## src/rtl/cnn_pkg.sv

```systemverilog
// Purpose: shared types and helpers for the CNN layer sequencer.
// Latency: n/a (types and constants only).
// Backpressure: n/a.
package cnn_pkg;

    // Sequencer control states.
    typedef enum logic [2:0] {
        IDLE,
        LAUNCH,
        WAIT,
        FINISH,
        ERROR
    } seq_state_t;

    // Error classification reported on err_code.
    typedef enum logic [1:0] {
        ERR_NONE     = 2'd0,
        ERR_TIMEOUT  = 2'd1,
        ERR_SPURIOUS = 2'd2
    } err_code_t;

    localparam int ERR_W = 2;

    // Width of a stage index; at least one bit so a single-stage build still has a port.
    function automatic int sel_width(input int n);
        return (n > 1) ? $clog2(n) : 1;
    endfunction

endpackage

```

## src/rtl/cnn_layer_sequencer_if.sv

```systemverilog
// Purpose: frame handshake, engine start/done and status bundle of the layer sequencer.
// Latency: n/a (wiring only).
// Backpressure: frame_valid/frame_ready handshake; engines are start/done pulse driven.
interface cnn_layer_sequencer_if #(
    parameter int NUM_STAGES = 3,
    parameter int CYC_W      = 32
);
    import cnn_pkg::*;

    localparam int SEL_W = sel_width(NUM_STAGES);

    logic                  frame_valid;
    logic                  frame_ready;
    logic                  abort;
    logic                  clear_err;
    logic [NUM_STAGES-1:0] stage_start;
    logic [NUM_STAGES-1:0] stage_done;
    logic [SEL_W-1:0]      stage_sel;
    logic                  busy;
    logic                  done;
    logic                  error;
    logic [ERR_W-1:0]      err_code;
    logic [SEL_W-1:0]      err_stage;
    logic [CYC_W-1:0]      frame_cycles;

    // Sequencer side.
    modport master (
        input  frame_valid, abort, clear_err, stage_done,
        output frame_ready, stage_start, stage_sel, busy, done,
               error, err_code, err_stage, frame_cycles
    );

    // Host / engine side.
    modport slave (
        output frame_valid, abort, clear_err, stage_done,
        input  frame_ready, stage_start, stage_sel, busy, done,
               error, err_code, err_stage, frame_cycles
    );

endinterface

```

## src/rtl/stage_watchdog.sv

```systemverilog
// Purpose: per-stage run-time watchdog; flags a stage that runs TIMEOUT_CYCLES cycles without finishing.
// Latency: expired_o is combinational from the count register, asserted on the TIMEOUT_CYCLES-th enabled cycle.
// Backpressure: none; clear_i has priority over enable_i, TIMEOUT_CYCLES=0 never expires.
module stage_watchdog #(
    parameter int unsigned TIMEOUT_CYCLES = 1 << 20
) (
    input  logic clk,
    input  logic reset,
    input  logic clear_i,
    input  logic enable_i,
    output logic expired_o
);

    localparam int unsigned CNT_W = (TIMEOUT_CYCLES > 1) ? $clog2(TIMEOUT_CYCLES) : 1;
    // The count visible in the last allowed cycle; it saturates there.
    localparam logic [CNT_W-1:0] LIMIT = CNT_W'(TIMEOUT_CYCLES - 1);

    logic [CNT_W-1:0] cnt_q;
    logic [CNT_W-1:0] cnt_d;

    // Next count: clear on a fresh launch, otherwise count enabled cycles up to the limit.
    always_comb begin
        cnt_d = cnt_q;
        if (clear_i) begin
            cnt_d = '0;
        end else if (enable_i && (cnt_q != LIMIT)) begin
            cnt_d = cnt_q + 1'b1;
        end
    end

    // Count register.
    always_ff @(posedge clk or negedge reset) begin
        if (!reset) begin
            cnt_q <= '0;
        end else begin
            cnt_q <= cnt_d;
        end
    end

    assign expired_o = (TIMEOUT_CYCLES != 0) && enable_i && (cnt_q == LIMIT);

endmodule

```

## src/rtl/cnn_layer_sequencer.sv

```systemverilog
// Purpose: sequences NUM_STAGES layer engines per frame, owns the shared-buffer select, watchdog and status.
// Latency: first stage_start one cycle after acceptance; next start / done pulse one cycle after each stage_done.
// Backpressure: frame_ready only in IDLE, no queueing; abort cancels a running frame, errors hold until clear_err.
module cnn_layer_sequencer
    import cnn_pkg::*;
#(
    parameter int unsigned NUM_STAGES     = 3,
    parameter int unsigned TIMEOUT_CYCLES = 1 << 20,
    parameter int unsigned CYC_W          = 32
) (
    input  logic                  clk,
    input  logic                  reset,
    cnn_layer_sequencer_if.master bus
);

    localparam int SEL_W = sel_width(NUM_STAGES);
    localparam logic [SEL_W-1:0]      LAST_STG = SEL_W'(NUM_STAGES - 1);
    localparam logic [NUM_STAGES-1:0] STG_ONE  = NUM_STAGES'(1);
    localparam logic [CYC_W-1:0]      CYC_MAX  = '1;

    seq_state_t            state_q, state_d;
    logic [SEL_W-1:0]      stg_q, stg_d;
    logic [SEL_W-1:0]      sel_q, sel_d;
    logic [NUM_STAGES-1:0] start_q, start_d;
    logic                  ready_q, ready_d;
    logic                  busy_q, busy_d;
    logic                  done_q, done_d;
    logic                  error_q, error_d;
    err_code_t             err_code_q, err_code_d;
    logic [SEL_W-1:0]      err_stage_q, err_stage_d;
    logic [CYC_W-1:0]      fc_q, fc_d;

    logic                  raise;
    err_code_t             raise_code;
    logic [NUM_STAGES-1:0] cur_mask;
    logic [SEL_W-1:0]      stg_next;
    logic                  wd_expired;

    // The watchdog restarts while the start pulse is out and counts only while the stage runs.
    stage_watchdog #(
        .TIMEOUT_CYCLES(TIMEOUT_CYCLES)
    ) u_watchdog (
        .clk      (clk),
        .reset    (reset),
        .clear_i  (state_q == LAUNCH),
        .enable_i (state_q == WAIT),
        .expired_o(wd_expired)
    );

    // Next-state and registered-output computation; abort outranks errors, errors outrank a valid done.
    always_comb begin
        state_d     = state_q;
        stg_d       = stg_q;
        sel_d       = sel_q;
        start_d     = '0;
        done_d      = 1'b0;
        error_d     = error_q;
        err_code_d  = err_code_q;
        err_stage_d = err_stage_q;
        // Frame time keeps running through the cycle that ends the frame, then freezes.
        fc_d        = (busy_q && (fc_q != CYC_MAX)) ? fc_q + 1'b1 : fc_q;
        raise       = 1'b0;
        raise_code  = ERR_NONE;
        cur_mask    = STG_ONE << stg_q;
        stg_next    = stg_q + 1'b1;

        case (state_q)
            IDLE: begin
                if (|bus.stage_done) begin
                    raise      = 1'b1;
                    raise_code = ERR_SPURIOUS;
                end else if (bus.frame_valid && ready_q) begin
                    state_d = LAUNCH;
                    stg_d   = '0;
                    sel_d   = '0;
                    start_d = STG_ONE;
                    // The acceptance cycle itself is the first counted cycle of the frame.
                    fc_d    = CYC_W'(1);
                end
            end
            LAUNCH: begin
                if (bus.abort) begin
                    state_d = IDLE;
                end else if (|bus.stage_done) begin
                    raise      = 1'b1;
                    raise_code = ERR_SPURIOUS;
                end else begin
                    state_d = WAIT;
                end
            end
            WAIT: begin
                if (bus.abort) begin
                    state_d = IDLE;
                end else if (|(bus.stage_done & ~cur_mask)) begin
                    raise      = 1'b1;
                    raise_code = ERR_SPURIOUS;
                end else if (|(bus.stage_done & cur_mask)) begin
                    if (stg_q == LAST_STG) begin
                        state_d = FINISH;
                        done_d  = 1'b1;
                    end else begin
                        // Buffer ownership moves together with the next start pulse.
                        state_d = LAUNCH;
                        stg_d   = stg_next;
                        sel_d   = stg_next;
                        start_d = STG_ONE << stg_next;
                    end
                end else if (wd_expired) begin
                    raise      = 1'b1;
                    raise_code = ERR_TIMEOUT;
                end
            end
            FINISH: begin
                state_d = IDLE;
            end
            ERROR: begin
                if (bus.clear_err) begin
                    state_d    = IDLE;
                    error_d    = 1'b0;
                    err_code_d = ERR_NONE;
                end
            end
            default: begin
                state_d = IDLE;
            end
        endcase

        if (raise) begin
            state_d     = ERROR;
            error_d     = 1'b1;
            err_code_d  = raise_code;
            err_stage_d = stg_q;
        end

        busy_d  = (state_d == LAUNCH) || (state_d == WAIT);
        ready_d = (state_d == IDLE);
    end

    // State and output registers; everything returns to zero / IDLE on reset.
    always_ff @(posedge clk or negedge reset) begin
        if (!reset) begin
            state_q     <= IDLE;
            stg_q       <= '0;
            sel_q       <= '0;
            start_q     <= '0;
            ready_q     <= 1'b0;
            busy_q      <= 1'b0;
            done_q      <= 1'b0;
            error_q     <= 1'b0;
            err_code_q  <= ERR_NONE;
            err_stage_q <= '0;
            fc_q        <= '0;
        end else begin
            state_q     <= state_d;
            stg_q       <= stg_d;
            sel_q       <= sel_d;
            start_q     <= start_d;
            ready_q     <= ready_d;
            busy_q      <= busy_d;
            done_q      <= done_d;
            error_q     <= error_d;
            err_code_q  <= err_code_d;
            err_stage_q <= err_stage_d;
            fc_q        <= fc_d;
        end
    end

    assign bus.frame_ready  = ready_q;
    assign bus.stage_start  = start_q;
    assign bus.stage_sel    = sel_q;
    assign bus.busy         = busy_q;
    assign bus.done         = done_q;
    assign bus.error        = error_q;
    assign bus.err_code     = err_code_q;
    assign bus.err_stage    = err_stage_q;
    assign bus.frame_cycles = fc_q;

endmodule

```

## src/flat_wrapper.sv

```systemverilog
// flat-port wrapper written by rule: the top's interface ports become plain ports
module cnn_layer_sequencer_flat import cnn_pkg::*;
#(
    parameter int unsigned NUM_STAGES     = 3,
    parameter int unsigned TIMEOUT_CYCLES = 1 << 20,
    parameter int unsigned CYC_W          = 32
)
  (clk, reset, bus_frame_valid, bus_abort, bus_clear_err, bus_stage_done, bus_frame_ready, bus_stage_start, bus_stage_sel, bus_busy, bus_done, bus_error, bus_err_code, bus_err_stage, bus_frame_cycles);
  cnn_layer_sequencer_if #(.NUM_STAGES(NUM_STAGES), .CYC_W(CYC_W)) bus_i ();
  input  logic clk;
  input  logic reset;
  input wire logic [$bits(bus_i.frame_valid)-1:0] bus_frame_valid;
  input wire logic [$bits(bus_i.abort)-1:0] bus_abort;
  input wire logic [$bits(bus_i.clear_err)-1:0] bus_clear_err;
  input wire logic [$bits(bus_i.stage_done)-1:0] bus_stage_done;
  output wire logic [$bits(bus_i.frame_ready)-1:0] bus_frame_ready;
  output wire logic [$bits(bus_i.stage_start)-1:0] bus_stage_start;
  output wire logic [$bits(bus_i.stage_sel)-1:0] bus_stage_sel;
  output wire logic [$bits(bus_i.busy)-1:0] bus_busy;
  output wire logic [$bits(bus_i.done)-1:0] bus_done;
  output wire logic [$bits(bus_i.error)-1:0] bus_error;
  output wire logic [$bits(bus_i.err_code)-1:0] bus_err_code;
  output wire logic [$bits(bus_i.err_stage)-1:0] bus_err_stage;
  output wire logic [$bits(bus_i.frame_cycles)-1:0] bus_frame_cycles;
  assign bus_i.frame_valid = bus_frame_valid;
  assign bus_i.abort = bus_abort;
  assign bus_i.clear_err = bus_clear_err;
  assign bus_i.stage_done = bus_stage_done;
  assign bus_frame_ready = bus_i.frame_ready;
  assign bus_stage_start = bus_i.stage_start;
  assign bus_stage_sel = bus_i.stage_sel;
  assign bus_busy = bus_i.busy;
  assign bus_done = bus_i.done;
  assign bus_error = bus_i.error;
  assign bus_err_code = bus_i.err_code;
  assign bus_err_stage = bus_i.err_stage;
  assign bus_frame_cycles = bus_i.frame_cycles;
  cnn_layer_sequencer #(.NUM_STAGES(NUM_STAGES), .TIMEOUT_CYCLES(TIMEOUT_CYCLES), .CYC_W(CYC_W)) u_core (.clk(clk), .reset(reset), .bus(bus_i));
endmodule
```

## config.mk

```make
export PLATFORM = sky130hd
export DESIGN_NAME = cnn_layer_sequencer_flat
export DESIGN_NICKNAME = d
export VERILOG_FILES = /design/src/rtl/cnn_pkg.sv /design/src/rtl/cnn_layer_sequencer_if.sv /design/src/rtl/stage_watchdog.sv /design/src/rtl/cnn_layer_sequencer.sv /design/src/flat_wrapper.sv
export SDC_FILE = /design/constraint.sdc
export NUM_CORES = 1
export LEC_CHECK = 0
export CORE_ASPECT_RATIO = 0.9
export CORE_MARGIN = 2
export CORE_UTILIZATION = 60
export CTS_CLUSTER_DIAMETER = 100
export CTS_CLUSTER_SIZE = 30
export DETAILED_ROUTE_END_ITERATION = 16
export DONT_BUFFER_PORTS = 1
export PLACE_DENSITY = 0.84
export RECOVER_POWER = 50
export SKIP_CTS_REPAIR_TIMING = 1
export SYNTH_ARGS = -nofsm -noshare
export SYNTH_HDL_FRONTEND = slang
export SYNTH_HIERARCHICAL = 1
export SYNTH_SLANG_ARGS = --single-unit
```

## constraint.sdc

```tcl
create_clock -name clk -period 7.75 [get_ports clk]
set_input_delay 1.1625 -clock clk [delete_from_list [all_inputs] [get_ports clk]]
set_output_delay 1.1625 -clock clk [all_outputs]
set_load 0.03 [all_outputs]
```

==> qor.txt, run 1 <==
kind of critical path: reg2reg
Clock Path Buffers: 2
Worst Clk Skew: 0.0115 ns
Pins Over Slew Limit: 0
crit-path cells: nor3b_1, buf_4, inv_2, or3_1, nor3_1, and2_1, o21a_1, nor2_1, mux2_2
switching share of total power: 45.2%
ANT cells: 0
minimum clock period: 2.72 ns
Psw: 0.576 mW
MaxCap Viol Count: 0
CP peak stage delay: 0.51 ns
most frequent cells in the layout: dfrtp_1 (68), a21oi_1 (34), nand2_1 (28)
Post-Synthesis Cell Area: 0.00374 sq mm
Post-synth EDFFs: 0
Least-Margin Pin Slew: 1.17 ns
Pleak: 1.54 nW
Nets: 408
Vias/cell: 6.74
Final TNS setup: 0 ns
Ys Warns: 6
CP Launch Type: flip-flop
cell taking the most area after synthesis: dfrtp_1
# port buffers: 0
Area Overhead vs Synth: 6.48%
Syn Area/Cell: 9.48 sq um
pwr dens: 320 mW/mm^2
Final setup viols: 0
max_slew headroom: 21.8%
DR vias: 3159
Syn Nets: 411
first-pass GRT wire length: 14.3 mm
CP max FO: 10
period utilization: 35.1%
top cells by area, synth: dfrtp_1 (45%), a21oi_1 (4.5%), or3_1 (3.2%), and4_1 (3.0%), nand2_1 (2.8%)
hold_ws: 0.503 ns
critical path capture point type: flip-flop
antenna violations before repair: 0
Worst EP arrival: 2.94 ns
clock network power share: 23.7%
Comb pwr share: 15.3%
# IOs: 53
ys async rst share: 100%
Placed Area: 0.00378 sq mm
flops & latches, synth: 68
die width: 87.3 um
dpl hpwl: 5.78 mm
initial drt markers: 184
overall power: 1.27 mW
cell-internal power: 0.698 mW
clock latency on the worst-skew pair: 0.35 ns
H-tree depth: 3
post-route antenna net violation count: 0
total CTS buffers: 9
status: completed
most common cell after layout, fill and taps aside: dfrtp_1
# rows: 27
pre-CTS setup slack: 5.00 ns
die height: 78.9 um
Core Area: 0.00608 sq mm
Pre-antenna DRT Iters: 5
Worst-path clk slew: 0.08 ns
Crit path required time: 7.98 ns
Worst Hold Class: in2async
Initial Util: 61.6%
post-route cell area: 0.00399 sq mm
setup ws final: 5.03 ns
Synth top area share: 45.5%
largest net degree at the start of global routing: 69
# clock sinks: 68
clk root buf: clkbuf_8
hold violation count in the final report: 0
Overflow after GRT: 0
RSZ-0062 raised after global routing: false
share of post-route cells with drive strength above 1: 8.56%
ys flop type: dfrtp_1
post-synthesis sequential area ratio: 45.5%
TritonCTS clock tree: yes
worst vdd ir: 0.000180 V
Die Area: 0.00689 sq mm
DRC Markers: 0
Fmax achieved: 368 MHz
average wire per standard cell: 17.9 um
vias in the first global route: 3048
Seq pwr share: 61.0%
Syn Inst Count: 395
Global Route Usage Sum: 26.0%
Detailed Route WL: 8.40 mm
post-synth cell types: 56
RePlAce Congestion: 0.869
highest-delay cell along the critical path: or3_1
==> power by group through the flow <==
stage / Clock, mW / Combinational (mW) / Sequential [mW]
floorplan: 0 / 0.165 / 0.737
global route: 0.327 / 0.227 / 0.799
global placement: 0 / 0.183 / 0.779
CTS: 0.308 / 0.193 / 0.778
detailed placement: 0 / 0.192 / 0.785
finish: 0.302 / 0.196 / 0.777
==> final timing paths <==
| check | from | end | slack [ns] | cells past startpoint |
|---|---|---|---|---|
| worst max-delay path | u_core/state_q[2] | u_core/bus.err_stage[1] | 5.03 | 9 |
| worst min-delay path | reset | u_core/bus.frame_cycles[5] | 0.50 | 0 |
| worst max register to register | u_core/state_q[2] | u_core/bus.err_stage[1] | 5.03 | 9 |
| worst min register to register | u_core/u_watchdog/cnt_q[6] | u_core/u_watchdog/cnt_q[6] | 0.56 | 2 |
| max in group asynchronous | reset | u_core/u_watchdog/cnt_q[17] | 7.11 | 0 |
| min in group clk | u_core/u_watchdog/cnt_q[6] | u_core/u_watchdog/cnt_q[6] | 0.56 | 2 |
==> cells by family (layout without fill, tap and decap cells) <==
family	count (synthesis)	count (layout)	share of synthesized area [%]
xor gates and xnor gates	15	15	3.51
muxes	5	5	1.40
and+or+nand+nor	178	178	27.3
buffers and inverters	26	28	2.87
DFF	68	68	45.5
adders and majority gates	8	8	2.67
AOI/OAI and AO/OA	95	95	16.8
==> layer usage <==
metal,vias to the layer above,GRT usage (%),routed length [um]
li1,1486,-,-
met1,1531,32.1,3480
met2,125,41.7,4130
met3,17,9.25,626
met4,0,10.3,167
met5,-,0,0
==> state kept, by name, indices dropped and copies added, names as in the netlist <==
name and count:
u_core/bus.err_stage 2, u_core/bus.stage_sel 2, u_core/state_q 3, u_core/bus.stage_start 3
u_core/bus.err_code 2, u_core/bus.frame_ready 1, u_core/bus.done 1, u_core/bus.error 1
u_core/bus.frame_cycles 32, u_core/u_watchdog/cnt_q 20, u_core/bus.busy 1
==> metrics by stage <==
step / util (%) / instances
6_report: 65.6 / 469
5_1_grt: 65.6 / 469
3_3_place_gp: 62.2 / 453
3_5_place_dp: 62.2 / 453
4_1_cts: 65.7 / 469
2_1_floorplan: - / 395
==> cell usage after synthesis (all sizes together), types with 3 or more instances <==
| library cell | n |
|---|---|
| nand2 | 28 |
| or3 | 19 |
| xnor2 | 9 |
| ha | 8 |
| nand4 | 15 |
| nand3 | 23 |
| or4 | 15 |
| and2 | 5 |
| xor2 | 6 |
| a31o | 3 |
| buf | 7 |
| and3 | 6 |
| nand2b | 5 |
| nor4 | 4 |
| nor2 | 27 |
| mux2i | 3 |
| o211ai | 3 |
| and4 | 13 |
| a21oi | 34 |
| dfrtp | 68 |
| o31ai | 12 |
| o21ai | 23 |
| a41oi | 3 |
| clkbuf | 9 |
| inv | 10 |
| nor3 | 11 |
==> layout make-up <==
type                       instances  area, sq um
fill                             493         2090
multi-input combinational        301         1930
sequential                        68         1700
clock buffer                      11          151
tap                               72         90.1
clock inverter                     5         60.1
inverter                          10         37.5
timing repair buffer               2         15.0
==> worst max-delay path: cells and delay by family, from the launching register on <==
family	cells	cell delay, ns
compound gates	1	0.20
buf+inv	2	0.29
flops	1	0.49
mux	1	0.32
simple gates	5	1.30
Power figures use the tool's default switching activity.
==> run 2, diff against run 1 <==
==> constraint.sdc (replaced) <==
create_clock -name clk -period 2.8 [get_ports clk]
set_input_delay 0.42 -clock clk [delete_from_list [all_inputs] [get_ports clk]]
set_output_delay 0.42 -clock clk [all_outputs]
set_load 0.03 [all_outputs]
==> qor.txt, run 2 (synthesis results as in run 1) <==
max_slew headroom: -9.06% (-31 points)
worst vdd ir: 0.000616 V (+240%)
Worst Hold Class: in2reg
most common cell after layout, fill and taps aside: dfrtp_1
average wire per standard cell: 17.8 um (-0.58%)
vias in the first global route: 3167 (+3.9%)
TritonCTS clock tree: yes
H-tree depth: 3 (unchanged)
# rows: 27 (unchanged)
met3 Usage GRT: 8.84% (-0.42 points)
Pins Over Slew Limit: 69 (+69)
antenna violations before repair: 0 (unchanged)
Placed Area: 0.00388 sq mm (+2.6%)
hold_ws: 0.354 ns (-0.148 ns)
DRC Markers: 0 (unchanged)
pwr dens: 897 mW/mm^2 (+180%)
largest net degree at the start of global routing: 69 (unchanged)
CP max FO: 9 (-1)
kind of critical path: reg2reg
hold violation count in the final report: 0 (unchanged)
Crit path required time: 3.02 ns (-4.96 ns)
Detailed Route WL: 8.62 mm (+2.6%)
Pleak: 1.61 nW (+4.2%)
Reg2Reg Launch Point: u_core/u_watchdog/cnt_q[0]
worst flop-to-flop path endpoint: u_core/bus.err_stage[1]
Final setup viols: 0 (unchanged)
CP Launch Type: flip-flop
Area Overhead vs Synth: 9.49%
clk root buf: clkbuf_8
M1 GR Usage: 33.1% (+0.98 points)
failing checks: max-capacitance violations, max-slew violations
Hold Crit Depth: 3
share of post-route cells with drive strength above 1: 10.9% (+2.4 points)
Die Area: 0.00689 sq mm (unchanged)
max FFs per register: 32 (unchanged)
Pre-antenna DRT Iters: 7 (+2)
FF-to-FF path depth: 8 (-1)
dpl hpwl: 5.91 mm (+2.4%)
hold wc startpoint: bus_clear_err
Core Area: 0.00608 sq mm (unchanged)
RePlAce Congestion: 0.876 (+0.87%)
MaxCap Viol Count: 1 (+1)
most frequent cells in the layout: dfrtp_1 (68), a21oi_1 (34), nand2_1 (28)
minimum clock period: 2.51 ns (-0.210 ns)
Worst EP arrival: 2.73 ns (-0.21 ns)
Register Area: 0.00170 sq mm (unchanged)
# port buffers: 0 (unchanged)
Initial Util: 61.6% (unchanged)
die height: 78.9 um (unchanged)
Global Route Usage Sum: 26.7% (+0.64 points)
initial drt markers: 197 (+7.1%)
met2 GRT Util: 44.4% (+2.7 points)
fillers: 490 (-0.61%)
Worst-path clk slew: 0.07 ns (about the same)
reg2reg setup slack: 0.29 ns (-4.74 ns)
crit path from: u_core/u_watchdog/cnt_q[0]
die width: 87.3 um (unchanged)
DR vias: 3202 (+1.4%)
first-pass GRT wire length: 14.6 mm (+2.3%)
period utilization: 89.5% (+54 points)
Vias/cell: 6.62 (-1.8%)
area of the multi-input gates: 0.00194 sq mm (+0.71%)
GRT Max-Usage Layer: met2
clock latency on the worst-skew pair: 0.34 ns (about the same)
Worst Clk Skew: 0.0101 ns (-0.00137 ns)
total CTS buffers: 9 (unchanged)
critical path capture point type: flip-flop
post-route cell area: 0.00410 sq mm (+2.8%)
Overflow after GRT: 0 (unchanged)
status: finished, violations left
hold endpoint: u_core/bus.error
Least-Margin Pin Slew: 1.64 ns (+0.467 ns)
Clock Path Buffers: 2 (unchanged)
# clock sinks: 68 (unchanged)
Nets: 423 (+3.7%)
Final TNS setup: 0 ns (unchanged)
RSZ-0062 raised after global routing: false
Fmax achieved: 399 MHz (+8.4%)
post-route antenna net violation count: 0 (unchanged)
# IOs: 53 (unchanged)
ANT cells: 0 (unchanged)
run 2: worst max-delay path by stage:
stage                                    endpoint  slack (ns)  cells past startpoint
after floorplan           u_core/bus.err_stage[0]        0.37                     10
after global placement    u_core/bus.err_stage[1]        0.32                      8
after detailed placement  u_core/bus.err_stage[1]        0.22                      8
after CTS                 u_core/bus.err_stage[1]        0.21                      8
after global routing      u_core/bus.err_stage[1]        0.14                      8
final                     u_core/bus.err_stage[1]        0.29                      8
run 2: cell type report:
cell class              instances  area share [%]
repair buffers                 17            2.66
multi-input cells             301            47.4
clock inverters                 5            1.83
clock buffers                  11            3.45
inverters                      10           0.916
well taps                      72            2.20
flip-flops and latches         68            41.5
run 2: routing by layer:
| metal | routed length (um) | part of all wire [%] |
|---|---|---|
| met3 | 520 | 6.0 |
| met5 | 0 | 0 |
| met2 | 4330 | 50 |
| met1 | 3660 | 42 |
| met4 | 104 | 1.2 |
run 2: critical path, stage by stage, from the launching register on:
cell	delay, ns
dfrtp_1	0.41
ha_1	0.22
nand4_1	0.19
or3_1	0.53
nor3_1	0.23
and2_1	0.20
o21a_1	0.18
nor2_1	0.11
mux2_2	0.32
run 2: power breakdown:
part / total (mW) / internal, mW / switching [mW]
Sequential: 1.93 / 1.23 / 0.696
Clock: 0.870 / 0.521 / 0.348
Combinational: 0.879 / 0.301 / 0.579
Total: 3.68 / 2.05 / 1.62
run 2: through the flow:
step | std cells | util (%) | setup WS [ns] | total power, mW
2_1_floorplan | 395 | - | 0.373 | 2.50
4_1_cts | 482 | 67.4 | 0.206 | 3.70
3_5_place_dp | 466 | 63.8 | 0.217 | 2.83
5_1_grt | 484 | 67.4 | 0.139 | 3.89
6_report | 484 | 67.4 | 0.294 | 3.68
3_3_place_gp | 466 | 63.8 | 0.315 | 2.77
